$ cat config.mk
export PLATFORM = sky130hd
export DESIGN_NAME = conv_weight_streamer_3x3
export DESIGN_NICKNAME = d
export VERILOG_FILES = /design/src/rtl/conv_weight_streamer_3x3.sv
export SDC_FILE = /design/constraint.sdc
export NUM_CORES = 1
export LEC_CHECK = 0
export ABC_AREA = 0
export ABC_CLOCK_PERIOD_IN_PS = 3100
export CAP_MARGIN = 20
export CORE_MARGIN = 1.5
export CORE_UTILIZATION = 60
export CTS_CLUSTER_DIAMETER = 200
export DETAILED_ROUTE_END_ITERATION = 7
export DONT_BUFFER_PORTS = 1
export PLACE_DENSITY = 0.76
export SYNTH_ARGS = -nofsm -noshare
export SYNTH_HDL_FRONTEND = slang
export SYNTH_SLANG_ARGS = --single-unit
$ cat constraint.sdc
create_clock -name clk -period 3.1 [get_ports clk]
set_input_delay 0.31 -clock clk [delete_from_list [all_inputs] [get_ports clk]]
set_output_delay 0.31 -clock clk [all_outputs]
set_load 0.005 [all_outputs]
$ cat src/rtl/conv_weight_streamer_3x3.sv
// conv_weight_streamer_3x3
// Purpose : reads one layer of 3x3 conv weights from a synchronous weight memory and streams
//           them filter by filter into the conv weight buffer (valid_weight_in / weight_in).
// Latency : mem_rd_en -> valid_weight_out is 2 cycles; first word 3 cycles after the start pulse.
// Backpr. : hold gates new reads only, so at most 2 in-flight words still drain. Each filter after
//           the first waits for a filter_req pulse. An early pulse is kept in a 1-deep pending flag.
//
// Ports:
//   clk              clock
//   reset            asynchronous active-low reset; aborts any pass in progress
//   start            1-cycle pulse; begins a full pass at address 0 (ignored while busy)
//   hold             high = issue no new memory reads (only honoured while streaming a filter)
//   filter_req       1-cycle pulse from conv: weight buffer free for the next filter
//   mem_rd_en        memory read enable
//   mem_addr         memory read address, (co*CHANNEL_NUM_IN + ci)*K*K + r*K + c
//   mem_data         read data, valid the cycle after mem_rd_en
//   weight_out       weight word towards conv weight_in
//   valid_weight_out weight_out valid towards conv valid_weight_in
//   busy             high from start acceptance until done
//   done             1-cycle pulse, one cycle after the last word of the pass

module conv_weight_streamer_3x3 #(
  parameter int DATA_WIDTH      = 32,
  parameter int KERNEL          = 3,
  parameter int CHANNEL_NUM_IN  = 256,
  parameter int CHANNEL_NUM_OUT = 512,
  parameter int ADDR_WIDTH      = $clog2(CHANNEL_NUM_OUT*CHANNEL_NUM_IN*KERNEL*KERNEL)
) (
  input  logic                  clk,
  input  logic                  reset,
  input  logic                  start,
  input  logic                  hold,
  input  logic                  filter_req,
  output logic                  mem_rd_en,
  output logic [ADDR_WIDTH-1:0] mem_addr,
  input  logic [DATA_WIDTH-1:0] mem_data,
  output logic [DATA_WIDTH-1:0] weight_out,
  output logic                  valid_weight_out,
  output logic                  busy,
  output logic                  done
);

  // Words in one filter and counter widths (kept at least 1 bit wide).
  localparam int WPF = CHANNEL_NUM_IN * KERNEL * KERNEL;
  localparam int WCW = (WPF > 1) ? $clog2(WPF) : 1;
  localparam int COW = (CHANNEL_NUM_OUT > 1) ? $clog2(CHANNEL_NUM_OUT) : 1;

  localparam logic [WCW-1:0] LAST_WORD   = WCW'(WPF - 1);
  localparam logic [COW-1:0] LAST_FILTER = COW'(CHANNEL_NUM_OUT - 1);

  typedef enum logic [1:0] {
    S_IDLE  = 2'd0,
    S_RUN   = 2'd1,
    S_WAIT  = 2'd2,
    S_DRAIN = 2'd3
  } state_t;

  state_t r_state;
  state_t w_next_state;

  // Read-side counters.
  logic [ADDR_WIDTH-1:0] r_addr;
  logic [WCW-1:0]        r_word_cnt;
  logic [COW-1:0]        r_co;

  // Early filter request remembered while the current filter is still streaming.
  logic r_pend;

  // Output pipeline: r_rd_dly marks that mem_data carries a word this cycle.
  logic                  r_rd_dly;
  logic                  r_valid;
  logic [DATA_WIDTH-1:0] r_weight;
  logic                  r_busy;
  logic                  r_done;

  // FSM decode strobes.
  logic w_rd_en;
  logic w_start_acc;
  logic w_last_rd;
  logic w_wait_exit;
  logic w_drain_exit;
  logic w_req_capture;

  // ---------------------------------------------------------------------------
  // FSM: state register
  // ---------------------------------------------------------------------------
  always_ff @(posedge clk or negedge reset) begin
    if (!reset) begin
      r_state <= S_IDLE;
    end else begin
      r_state <= w_next_state;
    end
  end

  // ---------------------------------------------------------------------------
  // FSM: next-state logic
  // ---------------------------------------------------------------------------
  always_comb begin
    w_next_state = r_state;
    case (r_state)
      S_IDLE: begin
        if (w_start_acc) begin
          w_next_state = S_RUN;
        end
      end
      S_RUN: begin
        if (w_last_rd) begin
          w_next_state = (r_co == LAST_FILTER) ? S_DRAIN : S_WAIT;
        end
      end
      S_WAIT: begin
        if (w_wait_exit) begin
          w_next_state = S_RUN;
        end
      end
      S_DRAIN: begin
        if (w_drain_exit) begin
          w_next_state = S_IDLE;
        end
      end
      default: w_next_state = S_IDLE;
    endcase
  end

  // ---------------------------------------------------------------------------
  // FSM: output / strobe decode
  // ---------------------------------------------------------------------------
  always_comb begin
    w_rd_en      = 1'b0;
    w_start_acc  = 1'b0;
    w_last_rd    = 1'b0;
    w_wait_exit  = 1'b0;
    w_drain_exit = 1'b0;
    case (r_state)
      S_IDLE: begin
        w_start_acc = start;
      end
      S_RUN: begin
        w_rd_en   = !hold;
        w_last_rd = !hold && (r_word_cnt == LAST_WORD);
      end
      S_WAIT: begin
        w_wait_exit = filter_req || r_pend;
      end
      S_DRAIN: begin
        // The last read was issued on the cycle before DRAIN, so once the delayed read
        // strobe is low the final word is sitting in the output register this cycle.
        w_drain_exit = !r_rd_dly;
      end
      default: ;
    endcase
  end

  // Requests only count while a filter is streaming or draining; IDLE pulses are ignored
  // and WAIT consumes a live pulse directly.
  assign w_req_capture = filter_req && ((r_state == S_RUN) || (r_state == S_DRAIN));

  // ---------------------------------------------------------------------------
  // Address, word-in-filter and filter counters
  // ---------------------------------------------------------------------------
  always_ff @(posedge clk or negedge reset) begin
    if (!reset) begin
      r_addr     <= '0;
      r_word_cnt <= '0;
      r_co       <= '0;
    end else if (w_start_acc) begin
      r_addr     <= '0;
      r_word_cnt <= '0;
      r_co       <= '0;
    end else if (w_rd_en) begin
      r_addr <= r_addr + ADDR_WIDTH'(1);
      if (w_last_rd) begin
        r_word_cnt <= '0;
        if (r_co != LAST_FILTER) begin
          r_co <= r_co + COW'(1);
        end
      end else begin
        r_word_cnt <= r_word_cnt + WCW'(1);
      end
    end
  end

  // ---------------------------------------------------------------------------
  // Pending filter request (1 deep; extra pulses while set are dropped)
  // ---------------------------------------------------------------------------
  always_ff @(posedge clk or negedge reset) begin
    if (!reset) begin
      r_pend <= 1'b0;
    end else if (w_start_acc || w_wait_exit) begin
      r_pend <= 1'b0;
    end else if (w_req_capture) begin
      r_pend <= 1'b1;
    end
  end

  // ---------------------------------------------------------------------------
  // Output pipeline and status
  // ---------------------------------------------------------------------------
  always_ff @(posedge clk or negedge reset) begin
    if (!reset) begin
      r_rd_dly <= 1'b0;
      r_valid  <= 1'b0;
      r_weight <= '0;
    end else begin
      r_rd_dly <= w_rd_en;
      r_valid  <= r_rd_dly;
      if (r_rd_dly) begin
        r_weight <= mem_data;
      end
    end
  end

  always_ff @(posedge clk or negedge reset) begin
    if (!reset) begin
      r_busy <= 1'b0;
      r_done <= 1'b0;
    end else begin
      r_done <= w_drain_exit;
      if (w_start_acc) begin
        r_busy <= 1'b1;
      end else if (w_drain_exit) begin
        r_busy <= 1'b0;
      end
    end
  end

  assign mem_rd_en        = w_rd_en;
  assign mem_addr         = r_addr;
  assign weight_out       = r_weight;
  assign valid_weight_out = r_valid;
  assign busy             = r_busy;
  assign done             = r_done;

endmodule

==> Word-level counts from Yosys, hierarchy flattened <==
Index checks and enable logic that the tools add are counted.
{ "op_classes": {"n_addsub": 3, "mux": 24, "n_eq_ne": 10, "reduce_logical": 15} }
{ "ops": {"columns": ["operator", "count"], "rows": [
  ["two-way mux 21 bit", 2],
  ["two-way mux 12 bit", 3],
  ["two-way mux 9 bit", 4],
  ["adder 21 x 1 -> 21 bit, second input constant", 1],
  ["adder 12 x 1 -> 12 bit, second input constant", 1],
  ["== test 12 bit, second input constant", 1],
  ["two-way mux 1 bit", 10],
  ["nonzero test 2 bit", 5],
  ["adder 9 x 1 -> 9 bit, second input constant", 1],
  ["== test 9 bit, second input constant", 1],
  ["!= test 9 bit, second input constant", 1],
  ["two-way mux 2 bit", 4],
  ["!= test 2 bit, second input constant", 4],
  ["one-hot mux 2 bit (4 select lines)", 1],
  ["== test 2 bit, second input constant", 2],
  ["AND reduction 4 bit", 1],
  ["logical OR 1 bit", 3],
  ["AND reduction 3 bit", 1],
  ["== test 2 x 1 -> 1 bit, second input constant", 1],
  ["logical AND 1 bit", 2],
  ["zero test 1 bit", 2],
  ["zero test 2 bit", 1]
]} }
{ "totals": {"ff_bits": 81, "inputBits": 37, "output_inout_bits": 57} }

==> Depth between registers and ports, before layout <==
Gate-level depths: netlist of the first run.
{ "depth": {"depth_word": 6, "ltp_mapped": 9} }

==> Least setup slack after synthesis of the first run <==
OpenSTA, ideal clock, no wires.
{ "synth_path": {"path_type": "reg2reg", "startpoint": "register r_co[2]", "endpoint": "register r_co[6]", "setup_time_ns": 0.066, "t_arrival_ns": 2.446, "path_buffers": 1, "required_time_ns": 3.034, "setup_slack_ns": 0.588, "stages_incl_launch_ff": 9, "cell_sequence": "dfrtp_1 -> and4_1 -> and4_1 -> ha_1 -> or4b_1 -> or4_1 -> clkbuf_2 -> or4_1 -> nand2_1"} }
{ "synth_between": {"elab_chain_len": 5, "elab_cells_between_ends": 8} }
{ "synth_rtl": {"columns": ["item", "line", "rtl"], "rows": [
  ["start, declared", "64", "logic [COW-1:0] r_co;"],
  ["start signal, assigned", "175", "r_co <= r_co + COW'(1);"],
  ["adder 9 x 1 -> 9 bit", "175", null],
  ["two-way mux 9 bit", "174", "if (r_co != LAST_FILTER) begin"],
  ["two-way mux 9 bit", "172", "if (w_last_rd) begin"],
  ["two-way mux 9 bit", "170", "end else if (w_rd_en) begin"],
  ["two-way mux 9 bit", "166", "end else if (w_start_acc) begin"]
]} }
Several ways; a longest one is shown, not always the timed one. The select of a mux whose other input is x is not followed.
A chain may end at the register's enable or synchronous reset.

==> Worst setup path after layout of the first run <==
{ "layout_path": {"startpoint": "register r_co[2]", "endpoint": "register r_co[3]"} }
Same word-level chain as after synthesis.

==> reports/summary.txt, run 1 <==
Outcome -> completed
Yosys cell types -> 42
PD cells -> 623 nW/µm²
Wirelength per Cell -> 17.3 µm
# port buffers -> 0
Crit-path cells -> and4_1 -> and4_1 -> ha_1 -> or4b_1 -> or4_1 -> or4_1 -> nand2_1
RSZ-0062 raised after global routing -> no
Fin. max-slew vios -> 0
Total GRT Usage -> 23.1%
Grt ovf -> 0
DPL Wire Length -> 4700 µm
Pwr Total -> 2510 µW
Pre-CTS setup slack -> 0.240 ns
Max stage delay cell, worst path -> or4_1
Mean post-synth cell area -> 11.0 µm²
FMAX -> 349 MHz
Die area -> 6630 µm²
Post-Synthesis Net Count -> 375
Initial antenna violation count -> 0
CP Launch Type -> flop
Post-CTS sizing -> 0
Primary FF master, synth -> dfrtp_1
Worst-path clk slew -> 0.07 ns
Detail Route Antenna Nets -> 0
Area growth syn-to-layout -> 9.09%
CTS tree -> yes
Worst path required time -> 3.38 ns
Number of remaining DRC errors -> 0
Skew final -> 0.00807 ns
Leakage power -> 0.00169 µW
I/O pin count -> 94
Crit path capture type -> flop
Initial DRC Count -> 189
Core area -> 5920 µm²
Ant. Diodes -> 0
Minimum clock period -> 2.86 ns
MaxCap Viol Count -> 0
EDFF count, synth -> 0
Placer Congestion -> 0.839
Gate count of the mapped netlist -> 334
Die Wd -> 81.4 µm
Synth async-reset ratio -> 100%
Post-synthesis register bit count -> 81
Largest stage delay, worst path -> 0.68 ns
Area taken by multi-input logic gates -> 1570 µm²
PnR worst setup slack -> 0.236 ns
First-pass GRT wire length -> 11600 µm
Reg area -> 2030 µm²
Cts bufs inserted -> 9
Worst vdd ir -> 0.354 mV
Pin count of the biggest net entering global routing -> 82
Clock root cell -> clkbuf_8
Starting Density -> 62.3%
Crit Path Class -> flop to flop
Worst hold path type -> input pin to flop
Final Core Density -> 68.0%
H-tree level count -> 3
Period utilization -> 92.4%
Final setup viols -> 0
Via count -> 2612
Syn. warnings -> 0
Setup tns final -> 0 ns
Placement row count -> 28
Clock Latency Late Sink -> 0.35 ns
Fillers -> 451
Worst-path fanout max -> 16
Cells after DPL -> 398
Clk sink count -> 81
Vias in the first global route -> 2563
Post-Syn Area -> 3690 µm²
Worst EP arrival -> 3.14 ns
Ratio of cells with drive above 1 in the final layout -> 16.8%
Nets -> 377
Final Hold Viols -> 0
Drt total wl -> 7170 µm
Share of the yosys chip area belonging to registers -> 54.9%
Fin cells -> 414
Tightest Pin Transition -> 0.484 ns
Chip height -> 81.4 µm
Vias/cell -> 6.31
Detailed-router iteration count before antenna repair -> 4
Clock Tree Buf Depth -> 2
Worst slew margin -> 66.9%
==> kinds of logic (layout without fill, tap and decap cells) <==
group,Yosys count,after routing,synth area share (%)
buffers and inverters,25,30,2.61
adder cells (fa/ha/maj),4,4,1.36
multiplexers,34,34,10.3
AND/OR/NAND/NOR,119,119,17.4
AO/OA/AOI/OAI,56,56,9.87
XOR/XNOR,15,15,3.56
flip-flops,81,81,54.9
==> cells in the mapped netlist, types with 3 or more instances <==
cell type / count / area [µm²]
nor3_1: 7 / 35.0
ha_1: 4 / 50.1
o31ai_1: 9 / 67.6
mux2_2: 32 / 360
nand4_1: 7 / 43.8
o21ai_0: 10 / 50.1
xnor2_1: 12 / 105
inv_1: 10 / 37.5
nand3_1: 10 / 50.1
and4_1: 4 / 35.0
xor2_1: 3 / 26.3
a31o_2: 4 / 35.0
clkbuf_1: 10 / 37.5
or3_1: 3 / 18.8
a21oi_1: 17 / 85.1
nand2_1: 30 / 113
nor2_1: 23 / 86.3
a211oi_1: 3 / 22.5
or4_1: 16 / 120
nor4_1: 6 / 37.5
dfrtp_1: 81 / 2030
o211ai_1: 6 / 45.0
==> through the flow <==
stage | cell area [µm²] | hold WS (ns)
after floorplan | 3690 | 0.0144
after global placement | 3760 | 0.0172
after detailed placement | 3760 | 0.0169
after CTS | 4030 | 0.0715
after global routing | 4030 | 0.0902
final | 4030 | 0.0794
==> layout make-up <==
type | count | share of cell area, %
clock inverter | 3 | 2.24
sequential | 81 | 50.4
timing repair buffer | 5 | 1.49
multi-input combinational | 228 | 39.0
tap | 75 | 2.33
inverter | 11 | 1.03
clock buffer | 11 | 3.51
==> where the power goes <==
group | switching [µW] | internal (µW) | total [µW]
clock network | 356 | 549 | 905
logic | 144 | 130 | 274
registers | 146 | 1180 | 1330
==> path summary, 6_finish.rpt <==
| kind | from | end | slack (ns) | depth (start not counted) |
|---|---|---|---|---|
| setup / recovery | r_co[2] | r_co[3] | 0.24 | 7 |
| hold / removal | filter_req | r_pend | 0.08 | 2 |
| setup reg to reg | r_co[2] | r_co[3] | 0.24 | 7 |
| hold reg to reg | r_pend | r_pend | 0.51 | 2 |
| max in group asynchronous | reset | r_co[3] | 2.25 | 2 |
| min in group asynchronous | reset | r_word_cnt[11] | 0.52 | 2 |
==> timing repair <==
item,CTS,global route
setup endpoints to repair,0,0
hold buffers,2,0
buffers inserted,0,0
hold endpoints to repair,81,0
==> cell usage in the layout, fill, tap and decap left out, drive strengths merged, types with 2 or more instances in the layout <==
cell     synthesis  layout
or3              3       3
nor4             6       6
a211oi           3       3
or4             16      16
buf              3       4
or4b             2       2
nor3             7       7
or3b             2       2
nand2b           2       2
a31o             4       4
a21oi           17      17
o21ai           11      11
dfrtp           81      81
xnor2           12      12
bufinv           0       3
o211ai           6       6
xor2             3       3
nand4            7       7
a2111oi          2       2
nor2            23      23
clkbuf          11      11
mux2            32      32
mux2i            2       2
nand2           30      30
ha               4       4
and4             4       4
o31ai            9       9
nand3           10      10
inv             10      10
nand4b           2       2
==> sequential cells by signal, summed over array words and instances (netlist names) <==
| name | flops |
|---|---|
| weight_out | 32 |
| mem_addr | 21 |
| r_word_cnt | 12 |
| r_co | 9 |
| r_state | 2 |
| busy | 1 |
| done | 1 |
| r_pend | 1 |
| r_rd_dly | 1 |
| valid_weight_out | 1 |
==> metal layers <==
| metal | wire, µm | vias to the layer above | track usage, % |
|---|---|---|---|
| li1 | - | 1228 | - |
| met1 | 3100 | 1287 | 30.4 |
| met2 | 3510 | 84 | 36.5 |
| met3 | 425 | 13 | 5.11 |
| met4 | 130 | 0 | 10.7 |
| met5 | 0 | - | 0 |
==> critical path, delay by kind of cell, from the launching register on <==
family                   cells  cell delay [ns]
flip-flops                   1             0.43
AND/OR/NAND/NOR              6             2.20
adder cells (fa/ha/maj)      1             0.17
Note: power is estimated with default switching activity, not from simulation.
==> run 2, diff against run 1 <==
--- a/config.mk
+++ b/config.mk
@@ -8,6 +8,7 @@
 export ABC_AREA = 0
 export ABC_CLOCK_PERIOD_IN_PS = 3100
 export CAP_MARGIN = 20
+export CORE_ASPECT_RATIO = 2
 export CORE_MARGIN = 1.5
 export CORE_UTILIZATION = 60
 export CTS_CLUSTER_DIAMETER = 200
==> reports/summary.txt, run 2 (synthesis gave the netlist of run 1 again) <==
Highest-count cells in the layout ignoring fill and taps -> 81 x dfrtp_1, 32 x mux2_2, 30 x nand2_1
Max FFs per register -> 32
Total GRT Usage -> 23.3%
DPL Wire Length -> 4900 µm
# port buffers -> 0
Combinational share of power -> 10.4%
Ratio of cells with drive above 1 in the final layout -> 17.1%
Worst Hold Depth -> 2
FMAX -> 346 MHz
Setup tns final -> 0 ns
Nets -> 378
Fin. max-slew vios -> 0
R2r endpoint -> r_co[4]
Sequential power share -> 50.9%
Drt total wl -> 7220 µm
Leakage power -> 0.00171 µW
Skew final -> 0.00812 ns
Worst slew margin -> 63.9%
Die area -> 6660 µm²
Worst-path clk slew -> 0.05 ns
Max stage delay cell, worst path -> or4_1
Worst vdd ir -> 0.459 mV
I/O pin count -> 94
Clock Latency Late Sink -> 0.33 ns
Final Hold Viols -> 0
Starting Density -> 62.0%
Initial DRC Count -> 165
Area growth syn-to-layout -> 10.3%
Vias in the first global route -> 2765
Chip height -> 114 µm
H-tree level count -> 3
Worst-path fanout max -> 16
Detail Route Antenna Nets -> 0
Tightest Pin Transition -> 0.528 ns
Ant. Diodes -> 0
Crit path capture type -> flop
Vias/cell -> 6.48
Clk pwr share -> 38.7%
Cts bufs inserted -> 9
CP Launch Type -> flop
Worst EP arrival -> 3.15 ns
Hold wc startpoint -> filter_req
Detailed-router iteration count before antenna repair -> 4
PD cells -> 645 nW/µm²
Wirelength per Cell -> 17.9 µm
Grt ovf -> 0
R2R depth -> 7
CTS tree -> yes
Worst path required time -> 3.36 ns
Initial antenna violation count -> 0
Period utilization -> 93.3%
Crit-path cells -> and4_1 -> and4_1 -> ha_1 -> or4b_1 -> or4_1 -> or4_1 -> nand2_1
RSZ-0062 raised after global routing -> no
Cells after DPL -> 387
Fin cells -> 403
Number of remaining DRC errors -> 0
Via count -> 2610
Commonest non-fill, non-tap cell in the layout -> dfrtp_1
Top Family by Delay on Critical Path -> simple AND/OR/NAND/NOR gates
Core area -> 5960 µm²
Switching Fraction -> 25.7%
Largest stage delay, worst path -> 0.68 ns
Clk sink count -> 81
Worst hold path type -> input pin to flop
Final setup viols -> 0
Minimum clock period -> 2.89 ns
Power Internal -> 1950 µW
Placer Congestion -> 0.885
Clock Tree Buf Depth -> 2
Outcome -> completed
Placement row count -> 40
Crit Reg-Reg Startpoint -> r_co[2]
Post-CTS sizing -> 0
NetSw -> 674 µW
Flop-to-flop setup slack -> 0.21 ns
MaxCap Viol Count -> 0
Die Wd -> 58.5 µm
WHS Endpoint -> r_pend
Crit Path Class -> flop to flop
Hold Slack -> 0.101 ns
Pin count of the biggest net entering global routing -> 82
First-pass GRT wire length -> 12000 µm
Buffer and inverter count on the worst path -> 0
Clock root cell -> clkbuf_16
==> run 2: metrics by stage <==
stage	util [%]	setup slack [ns]	total power, µW	area, µm²
2_1_floorplan	-	0.588	1520	3690
3_3_place_gp	62.9	0.294	1590	3750
3_5_place_dp	62.9	0.246	1600	3750
4_1_cts	68.4	0.185	2650	4070
5_1_grt	68.4	0.0237	2750	4070
6_report	68.4	0.207	2620	4070
==> run 2: area by class of cell <==
cell class	instances	area, µm²
flip-flops and latches	81	2030
repair buffers	6	67.6
inverters	11	41.3
clock buffers	11	243
multi-input cells	228	1570
clock inverters	3	42.5
well taps	63	78.8
fillers	422	1880
==> run 2: worst max-delay path by stage <==
stage / to / from / slack (ns) / depth (start not counted)
floorplan: r_co[6] / r_co[2] / 0.59 / 8
global placement: r_co[3] / r_co[2] / 0.29 / 7
detailed placement: r_co[7] / r_co[2] / 0.25 / 7
CTS: r_co[5] / r_co[2] / 0.18 / 7
global route: r_co[5] / r_co[2] / 0.02 / 7
finish: r_co[4] / r_co[2] / 0.21 / 7
==> run 2: power groups by stage <==
stage	logic, µW	clock network [µW]	registers (µW)
3_3_place_gp	237	0	1350
5_1_grt	316	1070	1360
3_5_place_dp	251	0	1350
6_report	273	1010	1340
2_1_floorplan	212	0	1310
4_1_cts	277	1030	1340
==> run 2: routing by layer <==
layer | share of wire, % | GRT usage, %
met1 | 39 | 26.0
met2 | 53 | 38.5
met3 | 5.4 | 7.14
met4 | 2.3 | 12.7
met5 | 0 | 0
==> run 2: what timing repair did <==
item                      in CTS  in global routing
setup buffers                  0                  0
hold endpoints to repair      81                  0
hold buffers                   2                  0
==> run 2: worst reg2reg max path, stage by stage (launching register included) <==
cell and delay (ns):
dfrtp_1 0.43, and4_1 0.25, and4_1 0.20, ha_1 0.17, or4b_1 0.45, or4_1 0.68, or4_1 0.56, nand2_1 0.08
